===== src/rtl/alu_pkg.sv =====
// Shared types and constants for the ALU front-end sequencer.
package alu_pkg;

    typedef enum logic [1:0] {
        S_OPERANDS,
        S_OPCODE,
        S_EXEC,
        S_RESULT
    } state_t;

    localparam logic [3:0] OP_ADD = 4'd0;
    localparam logic [3:0] OP_SUB = 4'd1;
    localparam logic [3:0] OP_MUL = 4'd2;
    localparam logic [3:0] OP_DIV = 4'd3;
    localparam logic [3:0] OP_MOD = 4'd4;
    localparam logic [3:0] OP_MAX = 4'd4;

    localparam logic [15:0] DIV_ZERO_RESULT = 16'hFFFF;

    function automatic logic is_div_op(input logic [3:0] op);
        return (op == OP_DIV) || (op == OP_MOD);
    endfunction

endpackage


===== src/rtl/btn_debounce.sv =====
// Button conditioner: 2-flop synchroniser, stability counter and rising-edge pulse.
module btn_debounce #(
    parameter int unsigned DEBOUNCE_CYCLES = 1_000_000
) (
    input  logic i_clk,
    input  logic i_rst_n,
    input  logic i_btn,
    output logic o_level,
    output logic o_press
);

    localparam int unsigned CW = (DEBOUNCE_CYCLES > 1) ? $clog2(DEBOUNCE_CYCLES) : 1;

    logic          r_sync1;
    logic          r_sync2;
    logic          r_level;
    logic          r_level_d;
    logic          r_press;
    logic [CW-1:0] r_cnt;

    always_ff @(posedge i_clk or negedge i_rst_n) begin
        if (!i_rst_n) begin
            r_sync1   <= 1'b0;
            r_sync2   <= 1'b0;
            r_level   <= 1'b0;
            r_level_d <= 1'b0;
            r_press   <= 1'b0;
            r_cnt     <= '0;
        end else begin
            r_sync1 <= i_btn;
            r_sync2 <= r_sync1;
            // Any sample matching the accepted level restarts the stability window.
            if (r_sync2 == r_level) begin
                r_cnt <= '0;
            end else if (r_cnt == CW'(DEBOUNCE_CYCLES - 1)) begin
                r_level <= r_sync2;
                r_cnt   <= '0;
            end else begin
                r_cnt <= r_cnt + CW'(1);
            end
            r_level_d <= r_level;
            r_press   <= r_level & ~r_level_d;
        end
    end

    assign o_level = r_level;
    assign o_press = r_press;

endmodule


===== src/rtl/alu_operand_sequencer.sv =====
// Switch/button front end for the 8-bit ALU: operand entry, opcode entry, execute, display.
module alu_operand_sequencer
    import alu_pkg::*;
#(
    parameter int unsigned DEBOUNCE_CYCLES = 1_000_000,
    parameter int unsigned ALU_LATENCY     = 2
) (
    input  logic        i_clk,
    input  logic        i_rst_n,
    input  logic [15:0] i_sw,
    input  logic        i_btnc,
    output logic [7:0]  o_number1,
    output logic [7:0]  o_number2,
    output logic [3:0]  o_opcode,
    input  logic [15:0] i_resultant,
    output logic [15:0] o_result,
    output logic        o_result_valid,
    output logic        o_div_zero,
    output logic        o_op_err,
    output logic [31:0] o_disp_value,
    output logic [7:0]  o_disp_en
);

    localparam int unsigned EW = (ALU_LATENCY > 0) ? $clog2(ALU_LATENCY + 1) : 1;

    state_t        r_state;
    logic [7:0]    r_number1;
    logic [7:0]    r_number2;
    logic [3:0]    r_opcode;
    logic [15:0]   r_result;
    logic          r_result_valid;
    logic          r_div_zero;
    logic [31:0]   r_disp_value;
    logic [7:0]    r_disp_en;
    logic [EW-1:0] r_exec_cnt;

    logic       w_press;
    logic       w_level;
    logic       w_go;
    logic [3:0] w_op_sel;
    logic       w_op_illegal;
    logic       w_div_by_zero;

    btn_debounce #(
        .DEBOUNCE_CYCLES (DEBOUNCE_CYCLES)
    ) u_btn_debounce (
        .i_clk   (i_clk),
        .i_rst_n (i_rst_n),
        .i_btn   (i_btnc),
        .o_level (w_level),
        .o_press (w_press)
    );

    // Accept a press only while the debounced level is still held.
    assign w_go          = w_press & w_level;
    assign w_op_sel      = i_sw[3:0];
    assign w_op_illegal  = w_op_sel > OP_MAX;
    assign w_div_by_zero = is_div_op(w_op_sel) && (r_number2 == 8'd0);

    always_ff @(posedge i_clk or negedge i_rst_n) begin
        if (!i_rst_n) begin
            r_state        <= S_OPERANDS;
            r_number1      <= '0;
            r_number2      <= '0;
            r_opcode       <= '0;
            r_result       <= '0;
            r_result_valid <= 1'b0;
            r_div_zero     <= 1'b0;
            r_disp_value   <= '0;
            r_disp_en      <= 8'hF0;
            r_exec_cnt     <= '0;
        end else begin
            unique case (r_state)
                S_OPERANDS: begin
                    if (w_go) begin
                        r_number1  <= i_sw[15:8];
                        r_number2  <= i_sw[7:0];
                        r_div_zero <= 1'b0;
                        r_state    <= S_OPCODE;
                    end
                end
                S_OPCODE: begin
                    if (w_go && !w_op_illegal) begin
                        if (w_div_by_zero) begin
                            r_result       <= DIV_ZERO_RESULT;
                            r_div_zero     <= 1'b1;
                            r_result_valid <= 1'b1;
                            r_state        <= S_RESULT;
                        end else begin
                            r_opcode   <= w_op_sel;
                            r_exec_cnt <= EW'(ALU_LATENCY);
                            r_state    <= S_EXEC;
                        end
                    end
                end
                S_EXEC: begin
                    // Presses arriving here are intentionally dropped.
                    if (r_exec_cnt == '0) begin
                        r_result       <= i_resultant;
                        r_result_valid <= 1'b1;
                        r_state        <= S_RESULT;
                    end else begin
                        r_exec_cnt <= r_exec_cnt - EW'(1);
                    end
                end
                S_RESULT: begin
                    if (w_go) begin
                        r_result_valid <= 1'b0;
                        r_state        <= S_OPERANDS;
                    end
                end
            endcase

            unique case (r_state)
                S_OPERANDS: begin
                    r_disp_value <= {i_sw, 16'h0000};
                    r_disp_en    <= 8'hF0;
                end
                S_OPCODE: begin
                    r_disp_value <= {r_number1, r_number2, 12'h000, w_op_sel};
                    r_disp_en    <= 8'hF1;
                end
                S_EXEC: begin
                    r_disp_value <= {r_number1, r_number2, 16'h0000};
                    r_disp_en    <= 8'hF0;
                end
                S_RESULT: begin
                    r_disp_value <= {r_number1, r_number2, r_result};
                    r_disp_en    <= 8'hFF;
                end
            endcase
        end
    end

    assign o_number1      = r_number1;
    assign o_number2      = r_number2;
    assign o_opcode       = r_opcode;
    assign o_result       = r_result;
    assign o_result_valid = r_result_valid;
    assign o_div_zero     = r_div_zero;
    assign o_op_err       = (r_state == S_OPCODE) && w_op_illegal;
    assign o_disp_value   = r_disp_value;
    assign o_disp_en      = r_disp_en;

endmodule

===== config.mk =====
export PLATFORM = sky130hd
export DESIGN_NAME = alu_operand_sequencer
export DESIGN_NICKNAME = d
export VERILOG_FILES = /design/src/rtl/alu_pkg.sv /design/src/rtl/btn_debounce.sv /design/src/rtl/alu_operand_sequencer.sv
export SDC_FILE = /design/constraint.sdc
export NUM_CORES = 1
export LEC_CHECK = 0
export ABC_AREA = 1
export BUFFER_PORTS_ARGS = -buffer_cell sky130_fd_sc_hd__buf_4
export CORE_MARGIN = 1.5
export CORE_UTILIZATION = 48
export CTS_CLUSTER_SIZE = 8
export DETAILED_ROUTE_END_ITERATION = 10
export HOLD_SLACK_MARGIN = 0.08
export PLACE_DENSITY_LB_ADDON = 0.08
export REMOVE_ABC_BUFFERS = 1
export SLEW_MARGIN = 20
export SYNTH_ARGS = -nofsm -noshare
export SYNTH_HDL_FRONTEND = slang
export SYNTH_SLANG_ARGS = --single-unit

===== constraint.sdc =====
create_clock -name i_clk -period 1.81 [get_ports i_clk]
set_clock_uncertainty 0.2 [all_clocks]
set_input_delay 0.181 -clock i_clk [delete_from_list [all_inputs] [get_ports i_clk]]
set_output_delay 0.181 -clock i_clk [all_outputs]
set_load 0.01 [all_outputs]

-- Word-level counts from Yosys, hierarchy flattened
Cells that the tools add are included.
- register bits after elaboration: 107
- input port bits: 35
- output and inout bits: 79
- logic and storage cells: 82
- add/sub/neg operators: 2
- order comparisons: 1
- equal/unequal tests: 14
- multiplexer cells: 24
- bitwise gates (word level): 5
- reductions and logical operators: 20
- operators by type and width (operator ; count):
    32-bit one-hot mux with 4 select lines ; 1
    16-bit 2-to-1 mux ; 3
    20-bit 2-to-1 mux ; 2
    16-bit one-hot mux with 2 select lines ; 1
    8-bit one-hot mux with 3 select lines ; 1
    20-bit by 1-bit adder with 20-bit output (second input constant) ; 1
    20-bit == test (second input constant) ; 1
    4-bit AND reduction ; 4
    2-bit 2-to-1 mux ; 7
    2-bit != test (second input constant) ; 7
    8-bit logical NOT ; 1
    2-bit one-hot mux with 4 select lines ; 1
    1-bit 2-to-1 mux ; 5
    5-bit AND reduction ; 1
    2-bit == test (second input constant) ; 2
    4-bit by 2-bit == test with 1-bit output (second input constant) ; 1
    4-bit by 3-bit == test with 1-bit output (second input constant) ; 1
    4-bit by 3-bit greater-than comparator with 1-bit output (second input constant) ; 1
    2-bit logical NOT ; 2
    2-bit one-hot mux with 2 select lines ; 1
    2-bit AND reduction ; 2
    2-bit nonzero test ; 2
    1-bit logical AND ; 3
    1-bit inverter ; 3
    11 further kinds ; 12

-- Logic depth before layout (Yosys ltp)
Gate-level depths: netlist (run 1).
- depth in word-level cells: 6
- gate-level depth with buffers: 10
- mapped depth without buffers: 9

-- By module
Synthesis (run 1) repeated with hierarchy kept, for this count alone.
- cell total of the unflattened synthesis: 543
- area total of the unflattened synthesis: 4694.5 sq um
- modules (own cells, without submodules) (module ; times used ; cells an instance ; area an instance (sq um) ; seq. area each (sq um)):
    alu_operand_sequencer ; 1 ; 379 ; 3375.7 ; 1901.8
    btn_debounce ; 1 ; 164 ; 1318.8 ; 625.6

-- Worst setup path after synthesis (run 1)
No wires, ideal clock.
- path type: register to register
- start: register r_state[1]
- end: register r_result[10], in the netlist o_result[10]
- setup time: 117 ps
- arrival: 1480 ps
- data required time: 1493 ps
- setup slack: 13 ps
- cell stages (with the launch flop): 10
- path buffers: 2
- clock period less this slack: 1797 ps
- path through: dfrtp_1 -> inv_1 -> ha_1 -> buf_2 -> nand3_2 -> nand2_2 -> nand2_4 -> buf_6 -> nand2_1 -> nand2_1
- cells in the longest elaborated chain, start to end: 3
- elaborated cells between the ends (all ways): 8
- those cells by class: 5 x eq/ne; 1 x mux; 2 x reduce/logical
- ends and longest elaborated chain (what ; line ; RTL):
    start: declaration ; alu_operand_sequencer.sv:26 ; state_t r_state;
    start signal: assignment ; alu_operand_sequencer.sv:62 ; r_state <= S_OPERANDS;
    start signal: assignment ; alu_operand_sequencer.sv:79 ; r_state <= S_OPCODE;
    start signal: assignment ; alu_operand_sequencer.sv:88 ; r_state <= S_RESULT;
    2-bit by 1-bit == test with 1-bit output / 2-bit == test (equally long branches) ; alu_operand_sequencer.sv:73 ; unique case (r_state)
    2-bit != test (no source line) / 2-bit nonzero test (equally long branches) ; -- ;
    4-bit AND reduction (no source line) ; -- ;
    end signal: assignment ; alu_operand_sequencer.sv:99 ; r_result <= i_resultant;
    end: declaration ; alu_operand_sequencer.sv:30 ; logic [15:0] r_result;
Several ways; a longest one is shown, not always the timed one.
A chain may end at the register's enable or synchronous reset.

-- Final worst setup path (run 1)
- start: register r_state[0]
- end: register r_state[0]
- cells in the longest elaborated chain, start to end: 3
- elaborated cells between the ends (all ways): 10
- those cells by class: 7 x eq/ne; 1 x mux; 2 x reduce/logical
- ends and longest elaborated chain (what ; line):
    2-bit == test (tied with other cells) ; alu_operand_sequencer.sv:73
    2-bit != test (no source line) ; --
    4-bit AND reduction (no source line) ; --
Several ways; a longest one is shown, not always the timed one.

==> results of run 1 <==
power by group through the flow:
stage	Clock [uW]	Sequential, uW	Combinational, uW
final	1390	2330	327
after global routing	1530	2330	364
after CTS	1430	2330	330
after detailed placement	0	2370	269
after global placement	0	2370	264
after floorplan	0	2380	55.3
critical path, cell delays in order, from the launching register on:
cell and delay [ps]:
sky130_fd_sc_hd__dfrtp_1 400, sky130_fd_sc_hd__buf_4 150, sky130_fd_sc_hd__ha_4 160, sky130_fd_sc_hd__buf_4 160, sky130_fd_sc_hd__a21oi_4 200, sky130_fd_sc_hd__buf_4 160
sky130_fd_sc_hd__nand3_1 60, sky130_fd_sc_hd__nand2_1 80, sky130_fd_sc_hd__nand2_1 60
timing repair:
| action | in CTS | in global routing |
|---|---|---|
| pin swaps | 1 | 2 |
| gates cloned | 0 | 0 |
| setup buffers | 3 | 6 |
| resized for setup | 5 | 13 |
| endpoints found under the setup margin | 22 | 56 |
| hold buffers | 35 | 0 |
| endpoints found under the hold margin | 157 | 0 |
cells by family after synthesis:
logic type	share of synthesized area, %
buffers and inverters	7.562
xor gates and xnor gates	1.939
DFF	55.96
adders and majority gates	2.216
other	0.08302
and+or+nand+nor	25.15
AOI/OAI and AO/OA	7.092
area by class of cell:
| type | instances | area [um2] | share of cell area (%) |
|---|---|---|---|
| Clock buffer | 10 | 137.6 | 2.194 |
| Clock inverter | 6 | 53.80 | 0.8578 |
| Inverter | 56 | 215.2 | 3.431 |
| Multi-Input combinational cell | 336 | 1714 | 27.33 |
| Sequential cell | 101 | 2527 | 40.30 |
| Tap cell | 111 | 138.9 | 2.214 |
| Timing Repair Buffer | 174 | 1485 | 23.68 |
sequential cells by signal, summed over array words and instances (netlist names):
signal	cells
o_disp_value	32
u_btn_debounce.r_cnt	20
o_result	16
o_number1	8
o_number2	8
o_opcode	4
o_disp_en	2
r_exec_cnt	2
r_state	2
o_div_zero	1
o_result_valid	1
u_btn_debounce.o_level	1
u_btn_debounce.o_press	1
u_btn_debounce.r_level_d	1
u_btn_debounce.r_sync1	1
u_btn_debounce.r_sync2	1
metrics by stage:
step,cells,power (uW)
after CTS,788,4083
after global placement,734,2635
after detailed placement,734,2640
after floorplan,493,2439
after global routing,794,4230
final,794,4040
path summary, 6_finish.rpt:
path / from / end / slack [ps] / cells after the start
max in group asynchronous: i_rst_n / o_disp_value[6] / 290 / 4
worst max-delay path: r_state[0] / r_state[0] / 80 / 8
min in group asynchronous: i_rst_n / o_disp_value[26] / 590 / 3
worst min register to register: u_btn_debounce.r_sync1 / u_btn_debounce.r_sync2 / 170 / 0
worst max register to register: r_state[0] / r_state[0] / 80 / 8
worst min-delay path: u_btn_debounce.r_sync1 / u_btn_debounce.r_sync2 / 170 / 0
cells in the final DEF, fill, tap and decap left out, types with 2 or more instances in the layout:
cell type / count
sky130_fd_sc_hd__a21oi_1: 13
sky130_fd_sc_hd__buf_12: 7
sky130_fd_sc_hd__buf_4: 131
sky130_fd_sc_hd__clkbuf_8: 10
sky130_fd_sc_hd__clkinv_4: 3
sky130_fd_sc_hd__clkinvlp_4: 2
sky130_fd_sc_hd__conb_1: 4
sky130_fd_sc_hd__dfrtp_1: 101
sky130_fd_sc_hd__dlygate4sd3_1: 35
sky130_fd_sc_hd__ha_1: 6
sky130_fd_sc_hd__inv_1: 50
sky130_fd_sc_hd__inv_2: 4
sky130_fd_sc_hd__nand2_1: 120
sky130_fd_sc_hd__nand2_2: 3
sky130_fd_sc_hd__nand3_1: 50
sky130_fd_sc_hd__nand3_2: 2
sky130_fd_sc_hd__nand4_1: 2
sky130_fd_sc_hd__nor2_1: 44
sky130_fd_sc_hd__nor2_2: 4
sky130_fd_sc_hd__nor2_4: 2
sky130_fd_sc_hd__nor3_1: 5
sky130_fd_sc_hd__nor3_2: 2
sky130_fd_sc_hd__o21ai_0: 41
sky130_fd_sc_hd__or2_2: 17
sky130_fd_sc_hd__xnor2_1: 4
sky130_fd_sc_hd__xor2_1: 6
layer usage:
| layer | GRT usage [%] | part of all wire, % | vias up |
|---|---|---|---|
| met2 | 38.51 | 52 | 106 |
| met4 | 10.73 | 2.0 | 0 |
| met1 | 27.23 | 42 | 1842 |
| li1 | - | - | 1937 |
| met3 | 3.621 | 4.0 | 20 |
| met5 | 0 | 0 | - |
==> qor.txt, run 1 <==
Result of the run -> complete, no violations
Post-synth ARST share -> 100.0%
Cell area after synthesis -> 4517 um2
Endpoints failing hold -> 0
Number of warnings issued by yosys -> 0
Crit share post-route -> 95.85%
Drt first pass iters -> 4
Crit Path Class -> flip-flop to flip-flop
Worst min-delay path category -> flip-flop to flip-flop
Number of synthesized flops with an enable pin -> 0
TNS Setup -> 0 ps
Switching share of total power -> 24.91%
Number of primary I/O pins -> 114
Cell count after synthesis -> 511
Final WS setup -> 75.18 ps
CTS Buffer Depth -> 2
Number of antenna violations at the first check in global routing -> 0
Maximum achievable frequency -> 576.4 MHz
Post-placement worst setup slack -> -67.84 ps
Pint -> 3034 uW
Maximum ir drop on the vdd rail -> 0.3635 mV
Design Area, Final -> 6272 um2
Post-place instance area -> 5588 um2
Height of the chip -> 100.0 um
Placed wire-length estimate -> 7.342 mm
Inserted Diodes -> 0
Average cell area after synthesis -> 8.839 um2
Synth cell types -> 31
Area of the die -> 10000 um2
Total net switching power -> 1007 uW
Leakage power summed over all cells -> 0.003120 uW
Sequential element share of the synthesized area -> 55.96%
Number of nets in the final layout -> 721
Initial core utilization -> 49.12%
Maximum number of pins on one net before global-route repair -> 33
CTS tree -> built
Global-route total usage across every layer -> 22.27%
Placement Rows -> 35
Crit path time final -> 1735 ps
Drt initial violations -> 134
Top post-synthesis cells by area -> sky130_fd_sc_hd__dfrtp_1, sky130_fd_sc_hd__nand2_1, sky130_fd_sc_hd__nand3_1
Via count normalized by instance count -> 4.918
# DRC -> 0
Synthesis-to-layout area growth -> 38.86%
Maximum fanout along the worst path -> 6
Clock latency on the worst-skew pair -> 370 ps
Total wirelength of the detailed-routed design -> 10.31 mm
Pwr per Cell Area -> 644.1 nW/um2
Kind of end point of the critical path -> flip-flop
CTS HTree Levels -> 3
Number of max-cap violations -> 0
Clock buffers created by TritonCTS -> 9
Detailed-route via count -> 3905
Clock transition at path regs -> 100 ps
Flop pwr share -> 57.6%
Final setup violation count -> 0
Via count of the first global-routing pass -> 3938
DIE WIDTH -> 100.0 um
Startpoint types -> flip-flop
Share of the synthesized area in the top cell type -> 55.96%
Post-DRT Antenna Nets -> 0
Top_reg_cell synth -> sky130_fd_sc_hd__dfrtp_1
CTS root buffer -> sky130_fd_sc_hd__clkbuf_8
Global-route wire length before repair -> 17.63 mm
Total overflow reported by the global router -> 0
Synthesized flop and latch total -> 101
Combinational fraction of design power -> 8.1%
Most common cell in the synthesized netlist -> sky130_fd_sc_hd__nand2_1
Global placer's final weighted congestion -> 0.8774
Required time of the worst setup path -> 1870 ps
Post-Route Hold Slack -> 168.6 ps
Layout fillers -> 750
IO Port Bufs -> 109
Wire per inst -> 12.98 um
Cell taking the most area after synthesis -> sky130_fd_sc_hd__dfrtp_1
Core occupancy in the finished layout -> 68.20%
Commonest cells in the netlist -> sky130_fd_sc_hd__nand2_1, sky130_fd_sc_hd__dfrtp_1, sky130_fd_sc_hd__inv_1
Critical path data arrival time -> 1800 ps
Number of slew-limit violations in the final report -> 0
Fraction of layout instances using a drive strength above 1 -> 29.14%
Core region area -> 9196 um2
Clock network fraction of total power -> 34.3%
Number of sinks driven by the clock tree -> 101
Power figures use the tool's default switching activity.
==> inputs of run 2 (changes only) <==
CORE_UTILIZATION = 31   (was 48)
==> qor.txt, run 2 (same netlist as run 1, synthesis figures left out) <==
R2R cell count -> 9
Drt first pass iters -> 4
Endpoints failing hold -> 0
Global-route total usage across every layer -> 15.15%
Cell count after placement -> 803
Result of the run -> complete, no violations
Most common cell after layout, fill and taps aside -> sky130_fd_sc_hd__buf_4
Pwr per Cell Area -> 696.3 nW/um2
# DRC -> 0
IO Port Bufs -> 109
RR Endpoint -> r_state[1]
CTS HTree Levels -> 3
Sequential standard cell area -> 2529 um2
Worst R2R Start -> r_state[0]
Unrepaired setup endpoints after global routing -> yes
Total overflow reported by the global router -> 0
Total wirelength of the detailed-routed design -> 11.03 mm
Worst min-delay path category -> flip-flop to flip-flop
CTS Buffer Depth -> 2
Number of slew-limit violations in the final report -> 0
Top cell by count, worst path -> sky130_fd_sc_hd__nand2_1
Wire per inst -> 12.71 um
Required time of the worst setup path -> 1850 ps
Kind of end point of the critical path -> flip-flop
Via count normalized by instance count -> 4.415
Height of the chip -> 123.7 um
Worst-path cell chain -> buf_6 -> ha_4 -> buf_6 -> a21oi_4 -> buf_12 -> buf_4 -> nand2_1 -> nand2_1 -> nand2_1
DIE WIDTH -> 123.7 um
Post-place instance area -> 5674 um2
Max reg flops -> 32
Core region area -> 14040 um2
Placed wire-length estimate -> 7.517 mm
Maximum number of pins on one net before global-route repair -> 57
Crit path time final -> 1773 ps
CTS root buffer -> sky130_fd_sc_hd__clkbuf_16
Area of the die -> 15300 um2
End point of the critical path -> r_state[1]
Number of primary I/O pins -> 114
Highest cell delay on the worst timing path -> 420 ps
Number of nets in the final layout -> 726
Layout fillers -> 1382
Footprint of the multi-input gates -> 1740 um2
Initial core utilization -> 32.17%
Via count of the first global-routing pass -> 3705
Maximum ir drop on the vdd rail -> 0.4898 mV
Inserted Diodes -> 0
Global placer's final weighted congestion -> 0.7962
Library cell contributing the largest single delay on the critical path -> sky130_fd_sc_hd__dfrtp_2
Number of max-cap violations -> 0
Leakage power summed over all cells -> 0.003223 uW
Startpoint types -> flip-flop
Post-DRT Antenna Nets -> 0
Critical path data arrival time -> 1810 ps
Placement Rows -> 43
Clock buffers created by TritonCTS -> 9
CTS tree -> built
Count of non-filler cells in the finished layout -> 868
Design Area, Final -> 6554 um2
Start point of the critical path -> r_state[0]
Detailed-route via count -> 3832
Flop2flop setup slack -> 40 ps
Maximum fanout along the worst path -> 7
Clock latency on the worst-skew pair -> 340 ps
Post-Route Hold Slack -> 154.3 ps
Number of antenna violations at the first check in global routing -> 0
Final setup violation count -> 0
Clock transition at path regs -> 70 ps
Leading cell types in the layout, fill and taps excluded -> sky130_fd_sc_hd__buf_4, sky130_fd_sc_hd__nand2_1, sky130_fd_sc_hd__dfrtp_1, sky130_fd_sc_hd__inv_1, sky130_fd_sc_hd__nand3_1
Synthesis-to-layout area growth -> 45.10%
Fraction of layout instances using a drive strength above 1 -> 29.94%
Crit Path Class -> flip-flop to flip-flop
Global-route wire length before repair -> 17.99 mm
Maximum achievable frequency -> 563.9 MHz
Drt initial violations -> 138
Number of sinks driven by the clock tree -> 101
Crit share post-route -> 97.97%
run 2: timing repair:
action | 4_1_cts | 5_1_grt
endpoints found under the hold margin | 157 | 0
buffers inserted | 3 | 9
gates resized for setup | 6 | 26
cloned | 0 | 2
pin swaps | 0 | 6
endpoints found under the setup margin | 21 | 68
hold buffers | 35 | 0
run 2: critical path, delay by kind of cell (launching register included):
family / cells / cell delay [ps]
AOI/OAI and AO/OA: 1 / 200
adders and majority gates: 1 / 160
buffers and inverters: 4 / 550
DFF: 1 / 420
and+or+nand+nor: 3 / 140
run 2: through the flow:
| step | util, % | setup TNS (ps) | worst slack, ps | total power [uW] |
|---|---|---|---|---|
| floorplan | - | -5505 | -216.8 | 2439 |
| global placement | 40.41 | 0 | 29.21 | 2640 |
| detailed placement | 40.41 | -390.3 | -37.67 | 2642 |
| CTS | 45.26 | 0 | 2.610 | 4636 |
| global route | 46.67 | -116.8 | -32.18 | 4783 |
| finish | 46.67 | 0 | 36.70 | 4563 |
run 2: worst min path at each step:
stage	endpoint	start	slack [ps]	cells after the start
6_report	u_btn_debounce.r_sync2	u_btn_debounce.r_sync1	150	0
4_1_cts	u_btn_debounce.r_sync2	u_btn_debounce.r_sync1	160	0
3_5_place_dp	o_disp_value[27]	i_rst_n	-210	1
5_1_grt	u_btn_debounce.r_sync2	u_btn_debounce.r_sync1	170	0
2_1_floorplan	o_disp_en[0]	i_rst_n	-310	0
3_3_place_gp	o_disp_value[27]	i_rst_n	-210	1
run 2: area by class of cell:
class                   instances  area share [%]
multi-input cells             337           26.56
flip-flops and latches        101           38.58
repair buffers                178           23.77
inverters                      56           3.303
clock buffers                  12           3.608
well taps                     180           3.436
clock inverters                 4          0.7446
run 2: where the power goes:
group          switching (uW)  total [uW]  internal, uW
clock network             830        1900          1070
logic                     153         333           180
registers                28.3        2330          2300
run 2: per-layer routing:
layer	up-vias	part of all wire [%]	GRT usage [%]
met5	-	0	0
met4	0	1.0	4.310
met3	9	4.6	4.029
met2	74	48	24.34
met1	1804	46	20.13
li1	1945	-	-
==> inputs of run 3 (changes only) <==
PLACE_DENSITY_LB_ADDON = unset   (was 0.08)
==> qor.txt, run 3 (same netlist as run 1, synthesis figures left out) <==
Crit Path Class -> input pin to flip-flop
Crit share post-route -> 99.01%
Clock buffers created by TritonCTS -> 9
Endpoints failing hold -> 0
Worst R2R Start -> r_state[0]
Post-DRT Antenna Nets -> 0
Placement Rows -> 43
Number of primary I/O pins -> 114
Max reg flops -> 32
Start point of the critical path -> i_sw[0]
Global-route total usage across every layer -> 15.09%
Maximum achievable frequency -> 558.0 MHz
TNS Setup -> 0 ps
Total wirelength of the detailed-routed design -> 11.42 mm
Initial core utilization -> 32.17%
Core occupancy in the finished layout -> 46.35%
Number of slew-limit violations in the final report -> 0
Critical path data arrival time -> 1880 ps
Global-route wire length before repair -> 18.06 mm
DIE WIDTH -> 123.7 um
Global placer's final weighted congestion -> 0.7926
Drt initial violations -> 205
Detailed-route via count -> 3939
Worst min-delay path category -> flip-flop to flip-flop
Number of sinks driven by the clock tree -> 101
Number of max-cap violations -> 0
Clock network fraction of total power -> 42.9%
Final setup violation count -> 0
Synthesis-to-layout area growth -> 44.10%
Via count of the first global-routing pass -> 3888
Leading cell types in the layout, fill and taps excluded -> sky130_fd_sc_hd__buf_4, sky130_fd_sc_hd__nand2_1, sky130_fd_sc_hd__dfrtp_1, sky130_fd_sc_hd__inv_1, sky130_fd_sc_hd__nand3_1
Core region area -> 14040 um2
Area of the die -> 15300 um2
Clock transition at path regs -> 70 ps
Switching share of total power -> 22.78%
Inserted Diodes -> 0
Flop pwr share -> 50.0%
Drt first pass iters -> 4
Pwr per Cell Area -> 715.1 nW/um2
Most common cell after layout, fill and taps aside -> sky130_fd_sc_hd__buf_4
# DRC -> 0
Required time of the worst setup path -> 1900 ps
Crit path time final -> 1792 ps
Maximum number of pins on one net before global-route repair -> 102
Maximum ir drop on the vdd rail -> 0.4557 mV
Wire per inst -> 13.22 um
Hold Startpoint -> u_btn_debounce.r_sync1
Least-Margin Pin Slew -> 581.6 ps
IO Port Bufs -> 109
Unrepaired setup endpoints after global routing -> yes
Tightest slew margin relative to the limit -> 61.22%
Flop2flop setup slack -> 50 ps
Fraction of layout instances using a drive strength above 1 -> 30.12%
Kind of end point of the critical path -> flip-flop
Maximum fanout along the worst path -> 8
Clock latency on the worst-skew pair -> 350 ps
Via count normalized by instance count -> 4.559
Number of nets in the final layout -> 722
Total power draw -> 4655 uW
CTS Buffer Depth -> 2
Leakage power summed over all cells -> 0.003196 uW
Height of the chip -> 123.7 um
CTS tree -> built
Total overflow reported by the global router -> 0
Result of the run -> complete, no violations
Layout fillers -> 1355
Startpoint types -> input pin
CTS HTree Levels -> 3
Combinational fraction of design power -> 7.1%
Placed wire-length estimate -> 7.453 mm
Number of antenna violations at the first check in global routing -> 0
Pint -> 3595 uW
Total net switching power -> 1060 uW
CTS root buffer -> sky130_fd_sc_hd__clkbuf_16
## run 3: worst max-delay path: stages
cell                            delay (ps)
sky130_fd_sc_hd__dlygate4sd3_1         540
sky130_fd_sc_hd__buf_4                 170
sky130_fd_sc_hd__o21ai_4               180
sky130_fd_sc_hd__nand3_4               120
sky130_fd_sc_hd__a21oi_4               220
sky130_fd_sc_hd__buf_6                 160
sky130_fd_sc_hd__clkbuf_16             150
sky130_fd_sc_hd__nand3_1                70
sky130_fd_sc_hd__nand2_1                70
## run 3: cell type report
type,count,area (um2),share of cell area (%)
clock buffer,10,239.0,3.672
tap,180,225.2,3.460
inverter,56,216.5,3.326
clock inverter,6,70.07,1.077
sequential,101,2527,38.83
timing repair buffer,174,1490,22.90
multi-input combinational,337,1740,26.74
## run 3: path summary, 6_finish.rpt
kind,endpoint,depth (start not counted)
min in group asynchronous,o_opcode[1],3
max in group asynchronous,u_btn_debounce.r_cnt[2],3
worst min register to register,u_btn_debounce.r_sync2,0
worst max register to register,o_result[9],8
worst min-delay path,u_btn_debounce.r_sync2,0
worst max-delay path,o_result[9],9
## run 3: routing by layer
metal,up-vias,GRT usage (%),part of all wire (%)
met3,17,3.800,4.2
met4,0,5.532,1.6
met2,90,26.07,51
met1,1893,18.14,44
met5,-,0,0
li1,1939,-,-
## run 3: metrics by stage
stage / setup slack (ps) / hold slack (ps) / cells / cell area [um2]
after floorplan: -216.8 / -314.6 / 493 / 4398
after global placement: 95.51 / 86.91 / 800 / 5639
after detailed placement: 35.33 / 95.29 / 800 / 5639
after CTS: 3.034 / 167.1 / 851 / 6314
after global routing: -24.28 / 178.7 / 864 / 6509
final: 17.91 / 164.2 / 864 / 6509
## run 3: repair_timing
| action | 4_1_cts | 5_1_grt |
|---|---|---|
| pin swaps | 0 | 8 |
| hold buffers | 34 | 0 |
| cloned | 0 | 2 |
| gates resized for setup | 4 | 23 |
| endpoints found under the hold margin | 157 | 0 |
| endpoints found under the setup margin | 1 | 67 |
| buffers inserted | 1 | 11 |
## run 3: power by group through the flow
stage          Sequential, uW  Clock (uW)  Combinational [uW]
6_report                 2330        2000                 329
2_1_floorplan            2380           0                55.3
5_1_grt                  2330        2150                 364
3_3_place_gp             2370           0                 258
3_5_place_dp             2370           0                 263
4_1_cts                  2330        2060                 323
